`src/rtl/vuart_uart_bridge_if.sv`:
```
// vuart_uart_bridge_if: APB link from the UART bridge to the vuart host port.
// master drives psel/penable/pwrite/paddr/pwdata; slave returns prdata/pready/pslverr.
interface vuart_uart_bridge_if;
  logic        psel;
  logic        penable;
  logic        pwrite;
  logic [9:0]  paddr;
  logic [31:0] pwdata;
  logic [31:0] prdata;
  logic        pready;
  logic        pslverr;

  modport master (
    output psel, penable, pwrite, paddr, pwdata,
    input  prdata, pready, pslverr
  );

  modport slave (
    input  psel, penable, pwrite, paddr, pwdata,
    output prdata, pready, pslverr
  );
endinterface

```
`src/rtl/vuart_uart_bridge.sv`:
```
// vuart_uart_bridge: 8N1 UART <-> vuart host APB initiator (polls STAT, moves FIFO bytes).
// Ports: clk, rst_n, uart_tx/uart_rx, hostconn, APB master m, rx pulses; RX path needs VUART_BRIDGE_RX_EN.
module vuart_uart_bridge #(
  parameter int CLK_DIV = 16,
  parameter int W_DIV   = 16
) (
  input  logic                  clk,
  input  logic                  rst_n,
  output logic                  uart_tx,
  input  logic                  uart_rx,
  output logic                  hostconn,
  vuart_uart_bridge_if.master   m,
  output logic                  rx_frame_err,
  output logic                  rx_overrun
);

  localparam logic [1:0] ST_IDLE   = 2'd0;
  localparam logic [1:0] ST_SETUP  = 2'd1;
  localparam logic [1:0] ST_ACCESS = 2'd2;

  localparam logic [9:0] A_STAT = 10'h000;
  localparam logic [9:0] A_FIFO = 10'h004;

  localparam logic [W_DIV-1:0] DIV_LAST = W_DIV'(CLK_DIV - 1);

  logic [1:0]       st;
  logic             rxvld;
  logic             txrdy;
  logic [9:0]       tx_sh;
  logic [3:0]       tx_left;
  logic [W_DIV-1:0] tx_cnt;
  logic             tx_idle;
  logic             hold_vld;
  logic [7:0]       hold;
  logic             done;
  logic             is_fifo;
  logic             rd_done;
  logic             unused_bits;

  assign hostconn    = 1'b1;
  assign tx_idle     = (tx_left == 4'd0);
  assign done        = (st == ST_ACCESS) && m.pready;
  assign is_fifo     = (m.paddr == A_FIFO);
  assign rd_done     = done && is_fifo && !m.pwrite;
  assign unused_bits = &{1'b0, m.prdata[31:8]};

  always_ff @(posedge clk or negedge rst_n) begin
    if (!rst_n) begin
      st        <= ST_IDLE;
      m.psel    <= 1'b0;
      m.penable <= 1'b0;
      m.pwrite  <= 1'b0;
      m.paddr   <= '0;
      m.pwdata  <= '0;
      rxvld     <= 1'b0;
      txrdy     <= 1'b0;
    end else begin
      unique case (st)
        ST_IDLE: begin
          m.psel <= 1'b1;
          st     <= ST_SETUP;
          if (hold_vld && txrdy) begin
            m.pwrite <= 1'b1;
            m.paddr  <= A_FIFO;
            m.pwdata <= {24'd0, hold};
          end else if (tx_idle && rxvld) begin
            m.pwrite <= 1'b0;
            m.paddr  <= A_FIFO;
            m.pwdata <= '0;
          end else begin
            m.pwrite <= 1'b0;
            m.paddr  <= A_STAT;
            m.pwdata <= '0;
          end
        end
        ST_SETUP: begin
          m.penable <= 1'b1;
          st        <= ST_ACCESS;
        end
        ST_ACCESS: begin
          if (m.pready) begin
            m.psel    <= 1'b0;
            m.penable <= 1'b0;
            st        <= ST_IDLE;
            // any FIFO access invalidates the cached STAT view
            if (is_fifo) begin
              rxvld <= 1'b0;
              txrdy <= 1'b0;
            end else begin
              rxvld <= m.prdata[0] && !m.pslverr;
              txrdy <= m.prdata[1] && !m.pslverr;
            end
          end
        end
        default: st <= ST_IDLE;
      endcase
    end
  end

  // tx_sh idles at all ones so uart_tx is high straight out of reset
  assign uart_tx = tx_sh[0];

  always_ff @(posedge clk or negedge rst_n) begin
    if (!rst_n) begin
      tx_sh   <= '1;
      tx_left <= 4'd0;
      tx_cnt  <= '0;
    end else if (rd_done && !m.pslverr) begin
      tx_sh   <= {1'b1, m.prdata[7:0], 1'b0};
      tx_left <= 4'd10;
      tx_cnt  <= '0;
    end else if (!tx_idle) begin
      if (tx_cnt == DIV_LAST) begin
        tx_cnt  <= '0;
        tx_sh   <= {1'b1, tx_sh[9:1]};
        tx_left <= tx_left - 4'd1;
      end else begin
        tx_cnt <= tx_cnt + 1'b1;
      end
    end
  end

`ifdef VUART_BRIDGE_RX_EN
  localparam logic [1:0] RX_IDLE  = 2'd0;
  localparam logic [1:0] RX_START = 2'd1;
  localparam logic [1:0] RX_DATA  = 2'd2;
  localparam logic [1:0] RX_STOP  = 2'd3;

  localparam logic [W_DIV-1:0] HALF_LAST = W_DIV'(CLK_DIV / 2 - 1);

  logic             rx_q1;
  logic             rx_s;
  logic             rx_prev;
  logic [1:0]       rx_st;
  logic [W_DIV-1:0] rx_cnt;
  logic [2:0]       rx_bit;
  logic [7:0]       rx_sh;
  logic             wr_done;

  assign wr_done = done && is_fifo && m.pwrite;

  always_ff @(posedge clk or negedge rst_n) begin
    if (!rst_n) begin
      rx_q1   <= 1'b1;
      rx_s    <= 1'b1;
      rx_prev <= 1'b1;
    end else begin
      rx_q1   <= uart_rx;
      rx_s    <= rx_q1;
      rx_prev <= rx_s;
    end
  end

  always_ff @(posedge clk or negedge rst_n) begin
    if (!rst_n) begin
      rx_st        <= RX_IDLE;
      rx_cnt       <= '0;
      rx_bit       <= 3'd0;
      rx_sh        <= 8'd0;
      hold         <= 8'd0;
      hold_vld     <= 1'b0;
      rx_frame_err <= 1'b0;
      rx_overrun   <= 1'b0;
    end else begin
      rx_frame_err <= 1'b0;
      rx_overrun   <= 1'b0;
      if (wr_done) hold_vld <= 1'b0;
      unique case (rx_st)
        RX_IDLE: begin
          rx_cnt <= '0;
          if (rx_prev && !rx_s) rx_st <= RX_START;
        end
        RX_START: begin
          if (rx_cnt == HALF_LAST) begin
            rx_cnt <= '0;
            rx_bit <= 3'd0;
            rx_st  <= rx_s ? RX_IDLE : RX_DATA;
          end else begin
            rx_cnt <= rx_cnt + 1'b1;
          end
        end
        RX_DATA: begin
          if (rx_cnt == DIV_LAST) begin
            rx_cnt <= '0;
            rx_sh  <= {rx_s, rx_sh[7:1]};
            rx_bit <= rx_bit + 3'd1;
            if (rx_bit == 3'd7) rx_st <= RX_STOP;
          end else begin
            rx_cnt <= rx_cnt + 1'b1;
          end
        end
        RX_STOP: begin
          if (rx_cnt == DIV_LAST) begin
            rx_cnt <= '0;
            rx_st  <= RX_IDLE;
            if (!rx_s) begin
              rx_frame_err <= 1'b1;
            end else if (hold_vld && !wr_done) begin
              rx_overrun <= 1'b1;
            end else begin
              // a slot freed by a write completing this cycle is reusable
              hold     <= rx_sh;
              hold_vld <= 1'b1;
            end
          end else begin
            rx_cnt <= rx_cnt + 1'b1;
          end
        end
        default: rx_st <= RX_IDLE;
      endcase
    end
  end
`else
  logic unused_rx;

  assign unused_rx    = &{1'b0, uart_rx};
  assign hold         = 8'd0;
  assign hold_vld     = 1'b0;
  assign rx_frame_err = 1'b0;
  assign rx_overrun   = 1'b0;
`endif

endmodule
```
`src/flat_wrapper.sv`:
```
// flat-port wrapper written by rule: the top's interface ports become plain ports
module vuart_uart_bridge_flat 
#(
  parameter int CLK_DIV = 16,
  parameter int W_DIV   = 16
)
  (clk, rst_n, uart_tx, uart_rx, hostconn, rx_frame_err, rx_overrun, m_psel, m_penable, m_pwrite, m_paddr, m_pwdata, m_prdata, m_pready, m_pslverr);
  vuart_uart_bridge_if m_i ();
  input  logic clk;
  input  logic rst_n;
  output logic uart_tx;
  input  logic uart_rx;
  output logic hostconn;
  output logic rx_frame_err;
  output logic rx_overrun;
  output wire logic [$bits(m_i.psel)-1:0] m_psel;
  output wire logic [$bits(m_i.penable)-1:0] m_penable;
  output wire logic [$bits(m_i.pwrite)-1:0] m_pwrite;
  output wire logic [$bits(m_i.paddr)-1:0] m_paddr;
  output wire logic [$bits(m_i.pwdata)-1:0] m_pwdata;
  input wire logic [$bits(m_i.prdata)-1:0] m_prdata;
  input wire logic [$bits(m_i.pready)-1:0] m_pready;
  input wire logic [$bits(m_i.pslverr)-1:0] m_pslverr;
  assign m_psel = m_i.psel;
  assign m_penable = m_i.penable;
  assign m_pwrite = m_i.pwrite;
  assign m_paddr = m_i.paddr;
  assign m_pwdata = m_i.pwdata;
  assign m_i.prdata = m_prdata;
  assign m_i.pready = m_pready;
  assign m_i.pslverr = m_pslverr;
  vuart_uart_bridge #(.CLK_DIV(CLK_DIV), .W_DIV(W_DIV)) u_core (.clk(clk), .rst_n(rst_n), .uart_tx(uart_tx), .uart_rx(uart_rx), .hostconn(hostconn), .m(m_i), .rx_frame_err(rx_frame_err), .rx_overrun(rx_overrun));
endmodule
```
`config.mk`:
```
export PLATFORM = sky130hd
export DESIGN_NAME = vuart_uart_bridge_flat
export DESIGN_NICKNAME = d
export VERILOG_FILES = /design/src/rtl/vuart_uart_bridge_if.sv /design/src/rtl/vuart_uart_bridge.sv /design/src/flat_wrapper.sv
export SDC_FILE = /design/constraint.sdc
export NUM_CORES = 1
export LEC_CHECK = 0
export ABC_AREA = 0
export CELL_PAD_IN_SITES_DETAIL_PLACEMENT = 0
export CELL_PAD_IN_SITES_GLOBAL_PLACEMENT = 2
export CORE_MARGIN = 5
export CORE_UTILIZATION = 26
export DETAILED_ROUTE_END_ITERATION = 10
export PLACE_DENSITY = 0.81
export SYNTH_ARGS = -nofsm -noshare
export SYNTH_HDL_FRONTEND = slang
export SYNTH_SLANG_ARGS = --single-unit
```
`constraint.sdc`:
```
create_clock -name clk -period 2.8 [get_ports clk]
set_input_delay 0.56 -clock clk [delete_from_list [all_inputs] [get_ports clk]]
set_output_delay 0.56 -clock clk [all_outputs]
set_load 0.02 [all_outputs]
```
# [Word-level counts from Yosys, hierarchy flattened]
# Cells that the tools add are included.
[word_totals] ff_bits=45 input_bits=37
[classes] add_sub_neg=2 eq_ne=6 n_mux=16 n_reduce_logical=15
[op_table] cell="$mux 16" n=3
[op_table] cell="$mux 10" n=3
[op_table] cell="$add 16x1->16 const B" n=1
[op_table] cell="$eq 16x4->1 const B" n=1
[op_table] cell="$mux 4" n=3
[op_table] cell="$eq 10x3->1 const B" n=1
[op_table] cell="$reduce_and 2->1" n=4
[op_table] cell="$pmux 2 s3" n=1
[op_table] cell="$reduce_bool 2->1" n=3
[op_table] cell="$logic_and 1x1->1" n=5
[op_table] cell="$logic_not 4->1" n=1
[op_table] cell="$ne 2x2->1 const B" n=2
[op_table] cell="$pmux 1 s2" n=2
[op_table] cell="$sub 4x1->4 const B" n=1
[op_table] cell="$mux 3" n=1
[op_table] cell="$eq 2x1->1 const B" n=1
[op_table] cell="$eq 2x2->1 const B" n=1
[op_table] cell="$logic_not 2->1" n=1
[op_table] cell="$mux 1" n=2
[op_table] cell="$mux 2" n=1
[op_table] cell="$logic_not 1->1" n=1

# [Longest topological paths before layout]
# Gate-level depths: netlist of the first run.
[logic_depth] word_depth=6 depth_mapped=7

# [Worst setup path after synthesis of the first run]
# Ideal clock, no wire load.
[synth_timing] kind="register to register" startpoint="reg u_core.tx_cnt[11]" endpoint="reg u_core.tx_left[3]" setup_time_ns=0.124 t_arrival_ns=1.623 path_slack_ns=1.053 path_stages_with_launch=5 n_path_buf=0 cell_sequence="dfrtp_1 nor4_4 nand4_2 or4_4 a211o_1"
[synth_via] elab_chain_len=3
[synth_lines] element="start, declared" line_no="vuart_uart_bridge.sv:31" rtl="logic [W_DIV-1:0] tx_cnt;"
[synth_lines] element="start signal, assigned" line_no="vuart_uart_bridge.sv:118" rtl="tx_cnt <= tx_cnt + 1'b1;"
[synth_lines] element="$eq 16x4->1" line_no="vuart_uart_bridge.sv:113" rtl="if (tx_cnt == DIV_LAST) begin"
[synth_lines] element="$reduce_bool 2->1 (no line)"
[synth_lines] element="$reduce_and 2->1 (no line)"
[synth_lines] element="end signal, assigned" line_no="vuart_uart_bridge.sv:116" rtl="tx_left <= tx_left - 4'd1;"
[synth_lines] element="end, declared" line_no="vuart_uart_bridge.sv:30" rtl="logic [3:0] tx_left;"
# No other way between the ends.
# A chain may end at the register's enable or synchronous reset.

# [Final worst setup path of the first run]
[layout_timing] startpoint="in m_pslverr" endpoint="reg u_core.tx_cnt[14]"
[layout_via] elab_chain_len=3
[layout_lines] element="start, declared" line_no="flat_wrapper.sv:23" rtl="input wire logic [$bits(m_i.pslverr)-1:0] m_pslverr;"
[layout_lines] element="$logic_not 1->1 *" line_no="vuart_uart_bridge.sv:108" rtl="end else if (rd_done && !m.pslverr) begin"
[layout_lines] element="$logic_and 1x1->1 *" line_no="vuart_uart_bridge.sv:108"
[layout_lines] element="$ne 2x2->1 (no line) / $mux 16 (equally long branches)"
# Mark *: on every way between the ends. The rest lies on a longest branch, timed or not.

==> results of run 1 <==
==> synth_stat cells <==
cell type	n	area, µm²
buf_4	46	345
nand2_1	33	124
dfrtp_1	26	651
nor2_1	20	75.1
nand3_1	13	65.1
a31oi_1	9	56.3
dfstp_2	9	236
o21ai_0	9	45.0
a21oi_1	8	40.0
inv_1	8	30.0
nor4_1	4	25.0
xnor2_1	4	35.0
clkbuf_1	3	11.3
nand3b_1	3	22.5
nor3_1	3	15.0
xor2_1	3	26.3
conb_1	2	7.51
ha_1	2	25.0
nand2b_1	2	12.5
nand4_1	2	12.5
nand4b_1	2	17.5
nor4_2	2	25.0
nor4_4	2	42.5
or3_1	2	12.5
a211o_1	1	8.76
a21o_1	1	7.51
a22o_1	1	8.76
and3_1	1	6.26
and4_2	1	10.0
buf_2	1	5.00
buf_6	1	11.3
nand4_2	1	12.5
nor2_2	1	6.26
nor3_2	1	10.0
nor3b_2	1	12.5
o211a_1	1	10.0
o211ai_1	1	7.51
o21a_1	1	7.51
o21ai_1	1	5.00
o21ai_2	1	8.76
o22a_1	1	8.76
o31ai_1	1	7.51
or2_2	1	6.26
or4_1	1	7.51
or4_4	1	11.3
==> where the power goes <==
group	switching [mW]	internal (mW)
sequential	0.0286	0.540
combinational	0.121	0.0650
clock	0.186	0.356
==> through the flow <==
step	util	hold slack (ns)	std cells
3_5_place_dp	0.281	0.469	357
4_1_cts	0.297	0.485	365
2_1_floorplan	-	0.264	281
5_1_grt	0.297	0.508	365
6_report	0.297	0.480	365
3_3_place_gp	0.281	0.462	357
==> layer usage <==
layer / share of wire / global-route usage / up-vias
li1: - / - / 761
met1: 0.45 / 0.116 / 714
met2: 0.46 / 0.133 / 47
met3: 0.069 / 0.0332 / 8
met4: 0.015 / 0.0311 / 0
met5: 0 / 0 / -
==> worst max-delay path: cells and delay by family <==
| kind | cells | cell delay, ns |
|---|---|---|
| buffers and inverters | 1 | 0.49 |
| AND/OR/NAND/NOR | 5 | 1.23 |
==> kinds of logic (layout without fill, tap and decap cells) <==
kind of cell               count (synthesis)  after routing  share of synthesized area
buffers and inverters                     59             38                      0.189
adders and majority gates                  2              2                     0.0117
other                                      2             45                    0.00351
xor gates and xnor gates                   7              7                     0.0287
DFF                                       35             35                      0.415
and+or+nand+nor                           97             97                      0.249
AOI/OAI and AO/OA                         36             36                      0.104
==> area by class of cell <==
cell class | count | area [µm²] | area share
clock buffer | 6 | 72.6 | 0.0302
clock inverter | 2 | 60.1 | 0.0250
inverter | 8 | 30.0 | 0.0125
multi-input combinational | 187 | 1010 | 0.419
sequential | 35 | 887 | 0.369
tap | 105 | 131 | 0.0546
timing repair buffer | 22 | 215 | 0.0895
==> cells in the final DEF (no fill, tap or decap), types with 3 or more instances in the layout <==
cell type         n
nand2_1          33
xor2_1            3
nand3_1          13
a31oi_1           9
nand3b_1          3
dfrtp_1          26
nor2_1           20
clkdlybuf4s50_1  15
buf_4             6
conb_1           45
inv_1             8
xnor2_1           4
dfstp_2           9
o21ai_0           9
nor4_1            4
clkbuf_8          5
a21oi_1           8
nor3_1            3
==> registers in the layout, summed over array words and instances, names as in the netlist <==
register and flops:
u_core.tx_left 4, u_core.m.paddr 1, u_core.m.psel 1, u_core.m.penable 1, u_core.tx_sh 9, u_core.tx_cnt 16
u_core.rxvld 1, u_core.st 2
==> path summary, 6_finish.rpt <==
| kind | startpoint | to | slack (ns) |
|---|---|---|---|
| worst min-delay path | u_core.rxvld | u_core.rxvld | 0.48 |
| worst max-delay path | m_pslverr | u_core.tx_cnt[14] | 0.74 |
| worst min register to register | u_core.rxvld | u_core.rxvld | 0.48 |
| max in group asynchronous | rst_n | u_core.tx_sh[8] | 1.77 |
| min in group asynchronous | rst_n | u_core.st[1] | 0.67 |
| worst max register to register | u_core.tx_left[0] | u_core.tx_cnt[3] | 0.82 |
==> impl_results.md, run 1 <==
* Max-Cap Viols at 0
* Slew Limit Fails at 0
* Post-DP HPWL at 3070 µm
* Gpl congestion at roughly 0.81
* Final worst setup slack at 0.744 ns
* # fillers at roughly 900
* DIE WIDTH at around 100 µm
* Setup Crit Path Kind: input pin to flip-flop
* Final Cell Area at ~2400 µm²
* Syn Inst Count at ~240
* Mapped cell area at about 2100 µm²
* Syn_area_per_cell at ~9 µm²
* Port bufs at 15
* Setup TNS at 0 ns
* Status: complete, no violations
* Final-report hold violation count at 0
* Clock sink total at 35
* Total power at 1.30 mW
* YS warnings at 0
* Worst-Skew Late Latency at ~0.29 ns
* CTS Buf Count at 5
* Die Ht at 101 µm
* Number of synthesized register bits at 35
* CTS resizes at 0
* Sequential share of the synthesized area at 0.415
* Vias per cell at between 4 and 5
* Initial antenna violation count at 0
* Largest net degree at the start of global routing at 36
* H-tree Lvls at 2
* Initial Util at 0.264
* Area of the core at 8090 µm²
* Number of global-route vias before repair at 1505
* ANT cells at 0
* DP Area at between 2000 and 2500 µm²
* # DRC at 0
* FMAX at a little under 500 MHz
* CTS tree: built
* Max rail drop VDD at between 0.15 and 0.2 mV
* WL final at between 4000 and 5000 µm
* Worst EP arrival at 2.29 ns
* Clock Tree Root: clkbuf_8
* Final period utilization at 0.734
* CP cell instances: clkdlybuf4s50_1, nand2b_1, or2_2, nand3_1, or4_1, nand3_1
* CP max-delay cell: clkdlybuf4s50_1
* Clk buf depth at 2
* Endpoint class of the critical path: flip-flop
* Antenna Nets Post-Route at 0
* Slew headroom at 0.632
* Worst-path fanout max at 12
* Startpoint Class: input pin
* Worst Hold Class: flip-flop to flip-flop
* Hold Buf Count CTS at 0
* Die area at just over 10000 µm²
* Reg2Reg Depth at 7
* Avg WL per Cell at between 10 and 15 µm
* Total track usage at 0.0885
* Power per cell area at between 500 and 600 nW/µm²
* Setup violations, final at 0
* First-pass GRT wire length at about 7100 µm
* Vias post-DR at ~1500
* Setup WS pre-CTS at roughly 0.4 ns
* Fraction of layout cells with a size suffix above 1 at 0.135
* # IOs at between 80 and 90
* Clock Skew at around 0.010 ns
* Worst-margin pin slew at between 0.5 and 0.6 ns
* Netlist cell types at 45
* Pleak at 1.02 nW
* Hold Path Stages at 2
* Initial DRC count at 70
* Most used cell, CP: nand3_1
* Worst Path Required at just over 3 ns
* Pre-antenna DRT Iters at 4
* Post-route minimum period at about 2.1 ns
* Critical Path Max Stage Delay at roughly 0.5 ns
* Final net count at slightly below 300
* Grt total ovfl at 0
* RSZ-0062 raised after global routing: false
* Clock-pin transition on the worst setup and hold timing paths at approximately 0.080 ns
* Synthesis-to-finish area growth at 12.5%
* Num rows at 33
* # Post-CTS Setup Buffers at 0
Note: power is estimated with default switching activity, not from simulation.
==> run 2, diff against run 1 <==
Settings changed: CORE_UTILIZATION 26 to 22, PLACE_DENSITY 0.81 to 0.73.
Clock period 2.8 ns to 1.8 ns, I/O delays scaled along.
==> run 2 against run 1 <==
  * Final cell count is 14% higher
  * Flip-flop and latch count stayed put
  * Core utilization is 2.1 points lower
  * Cell area rose by 11%
  * First-iteration DRC count is 19% lower
  * Critical endpoint is now u_core.tx_cnt[12]
  * Combinational power up 58%
  * Via count is 5.4% higher
  * Power grew 48%
  * Routed wire length rose by 8.2%
  * Register-to-register slack got worse by 0.77 ns
==> impl_results.md, run 2 (synthesis results as in run 1) <==
* Setup Crit Path Kind: flip-flop to flip-flop (was input pin to flip-flop)
* Power per cell area at 721 nW/µm² (was 539 nW/µm²)
* Final period utilization at 0.974
* Grt total ovfl at 0 (unchanged)
* Vias post-DR at 1612 (was 1530)
* # DRC at 0 (unchanged)
* Vias per cell at 3.88 (was 4.19)
* Initial Util at 0.222 (was 0.264)
* Clock sink total at 35 (unchanged)
* Pre-antenna DRT Iters at 4 (unchanged)
* FF-to-FF Start: u_core.tx_cnt[0] (was u_core.tx_left[0])
* DIE WIDTH at 109 µm (was 101 µm)
* CP max-delay cell: dfrtp_1 (was clkdlybuf4s50_1)
* Total power at 1.92 mW (was 1.30 mW)
* Number of flip-flops in the largest register at 16 (unchanged)
* Worst EP arrival at 1.95 ns (was 2.29 ns)
* RSZ-0062 raised after global routing: true (was false)
* Clk buf depth at 2 (unchanged)
* R2R setup slack at 0.05 ns (was 0.82 ns)
* Pleak at 1.17 nW (was 1.02 nW)
* Slew Limit Fails at 0 (unchanged)
* Largest net degree at the start of global routing at 36 (unchanged)
* Status: complete, no violations (unchanged)
* Worst R2R End: u_core.tx_cnt[12] (was u_core.tx_cnt[3])
* CTS tree: built (unchanged)
* Number of global-route vias before repair at 1511 (was 1505)
* Setup TNS at 0 ns (unchanged)
* Worst-Skew Late Latency at 0.29 ns (about the same)
* Reg2Reg Depth at 7 (unchanged)
* Layout Cells excl Fill at 416 (was 365)
* Max rail drop VDD at 0.311 mV (was 0.180 mV)
* Routed wl met3 at 248 µm (was 289 µm)
* Final net count at 321 (was 298)
* Antenna Nets Post-Route at 0 (unchanged)
* Critical Path Max Stage Delay at 0.38 ns (was 0.49 ns)
* Area of the core at 9640 µm² (was 8090 µm²)
* Top Metal Used: met4 (unchanged)
* DRT met1 WL at 2120 µm (was 1900 µm)
* Initial antenna violation count at 0 (unchanged)
* Endpoint class of the critical path: flip-flop (unchanged)
* Hold Buf Count CTS at 0 (unchanged)
* Initial DRC count at 57 (was 70)
* Worst Path Required at 2.00 ns (was 3.03 ns)
* Final-report hold violation count at 0 (unchanged)
* Max-Cap Viols at 0 (unchanged)
* CP cell instances: ha_1, and3_2, and4_2, buf_4, nor4_2, o21ai_1, o31ai_1 (was clkdlybuf4s50_1, nand2b_1, or2_2, nand3_1, or4_1, nand3_1)
* Gpl congestion at 0.734 (was 0.806)
* Largest registers: u_core.tx_cnt x16, u_core.tx_sh x9, u_core.tx_left x4 (unchanged)
* CP bufs+invs at 1 (unchanged)
* Clock Skew at 0.0104 ns (was 0.0105 ns)
* Worst Hold Class: input pin to async pin (was flip-flop to flip-flop)
* Die Ht at 109 µm (was 101 µm)
* Port bufs at 15 (unchanged)
* # IOs at 86 (unchanged)
* Die area at 11800 µm² (was 10100 µm²)
* ANT cells at 0 (unchanged)
* Num rows at 36 (was 33)
* First-pass GRT wire length at 7200 µm (was 7130 µm)
* Synthesis-to-finish area growth at 24.6% (was 12.5%)
* Largest Register: u_core.tx_cnt (unchanged)
* CTS Buf Count at 5 (unchanged)
* H-tree Lvls at 2 (unchanged)
* Commonest non-fill, non-tap cells in the layout: conb_1, nand2_1, buf_4 (was conb_1, nand2_1, dfrtp_1)
* Avg WL per Cell at 10.9 µm (was 11.5 µm)
* Wire length on met2 at 2120 µm (was 1940 µm)
* FMAX at ~570 MHz
* Worst-path fanout max at 5 (was 12)
* Fraction of layout cells with a size suffix above 1 at 0.233 (was 0.135)
* Total track usage at 0.0775 (was 0.0885)
* Placed Cells at 406 (was 357)
* Most common cell after layout, fill and taps aside: conb_1 (unchanged)
* Startpoint Class: flip-flop (was input pin)
* Setup violations, final at 0 (unchanged)
* WL final at 4540 µm (was 4200 µm)
* Clock Tree Root: clkbuf_8 (unchanged)
* Clock-pin transition on the worst setup and hold timing paths at 0.07 ns (was 0.08 ns)
* Post-DP HPWL at 3380 µm (was 3070 µm)
* Post-route minimum period at approximately 1.8 ns
* Crit-path leading delay family: simple AND/OR/NAND/NOR gates (unchanged)
## run 2: worst max path at each step
stage | startpoint | to | cells after the start
after floorplan | u_core.tx_cnt[11] | u_core.tx_left[3] | 4
after global placement | m_pready | u_core.tx_cnt[7] | 6
after detailed placement | m_pslverr | u_core.tx_cnt[14] | 6
after CTS | u_core.tx_cnt[0] | u_core.tx_cnt[11] | 6
after global routing | u_core.tx_cnt[0] | u_core.tx_cnt[12] | 7
final | u_core.tx_cnt[0] | u_core.tx_cnt[12] | 7
## run 2: worst register-to-register path, stage by stage (launching register included)
cell     delay, ns
dfrtp_1       0.38
ha_1          0.22
and3_2        0.21
and4_2        0.25
buf_4         0.16
nor4_2        0.27
o21ai_1       0.10
o31ai_1       0.07
## run 2: where the power goes
group          total, mW  leakage [nW]  internal [mW]  switching, mW
clock network      0.739        0.0612          0.448          0.291
registers          0.887         0.403          0.840         0.0472
logic              0.294         0.709          0.104          0.190
total               1.92          1.17           1.39          0.528
## run 2: final cells by class
| class | instances | area [µm²] |
|---|---|---|
| Clock inverter | 2 | 35.0 |
| Tap cell | 133 | 166 |
| Sequential cell | 35 | 888 |
| Inverter | 8 | 30.0 |
| Clock buffer | 6 | 82.6 |
| Fill cell | 1059 | 6980 |
| Multi-Input combinational cell | 187 | 1050 |
| Timing Repair Buffer | 45 | 407 |
## run 2: through the flow
stage | instance area (µm²) | hold WS (ns) | setup slack (ns) | utilization
after floorplan | 2300 | 0.0644 | 0.0528 | -
after global placement | 2480 | 0.463 | -0.198 | 0.257
after detailed placement | 2480 | 0.478 | -0.181 | 0.257
after CTS | 2590 | 0.434 | 0.000242 | 0.269
after global routing | 2660 | 0.451 | -0.0656 | 0.276
final | 2660 | 0.435 | 0.0469 | 0.276
## run 2: repair_timing
action / CTS / global route
endpoints found under the hold margin: 0 / 0
endpoints found under the setup margin: 0 / 17
resized for setup: 0 / 13
buffers inserted: 0 / 2
## run 2: per-layer routing
layer | vias to the layer above | global-route usage
met1 | 760 | 0.0992
met3 | 5 | 0.0239
met5 | - | 0
li1 | 810 | -
met2 | 37 | 0.124
met4 | 0 | 0.0243
==> run 3, diff against run 2 <==
Settings changed: SLEW_MARGIN set to 20.
==> results of run 3 <==
Final layout, timing and power as in run 2 (identical DEF).
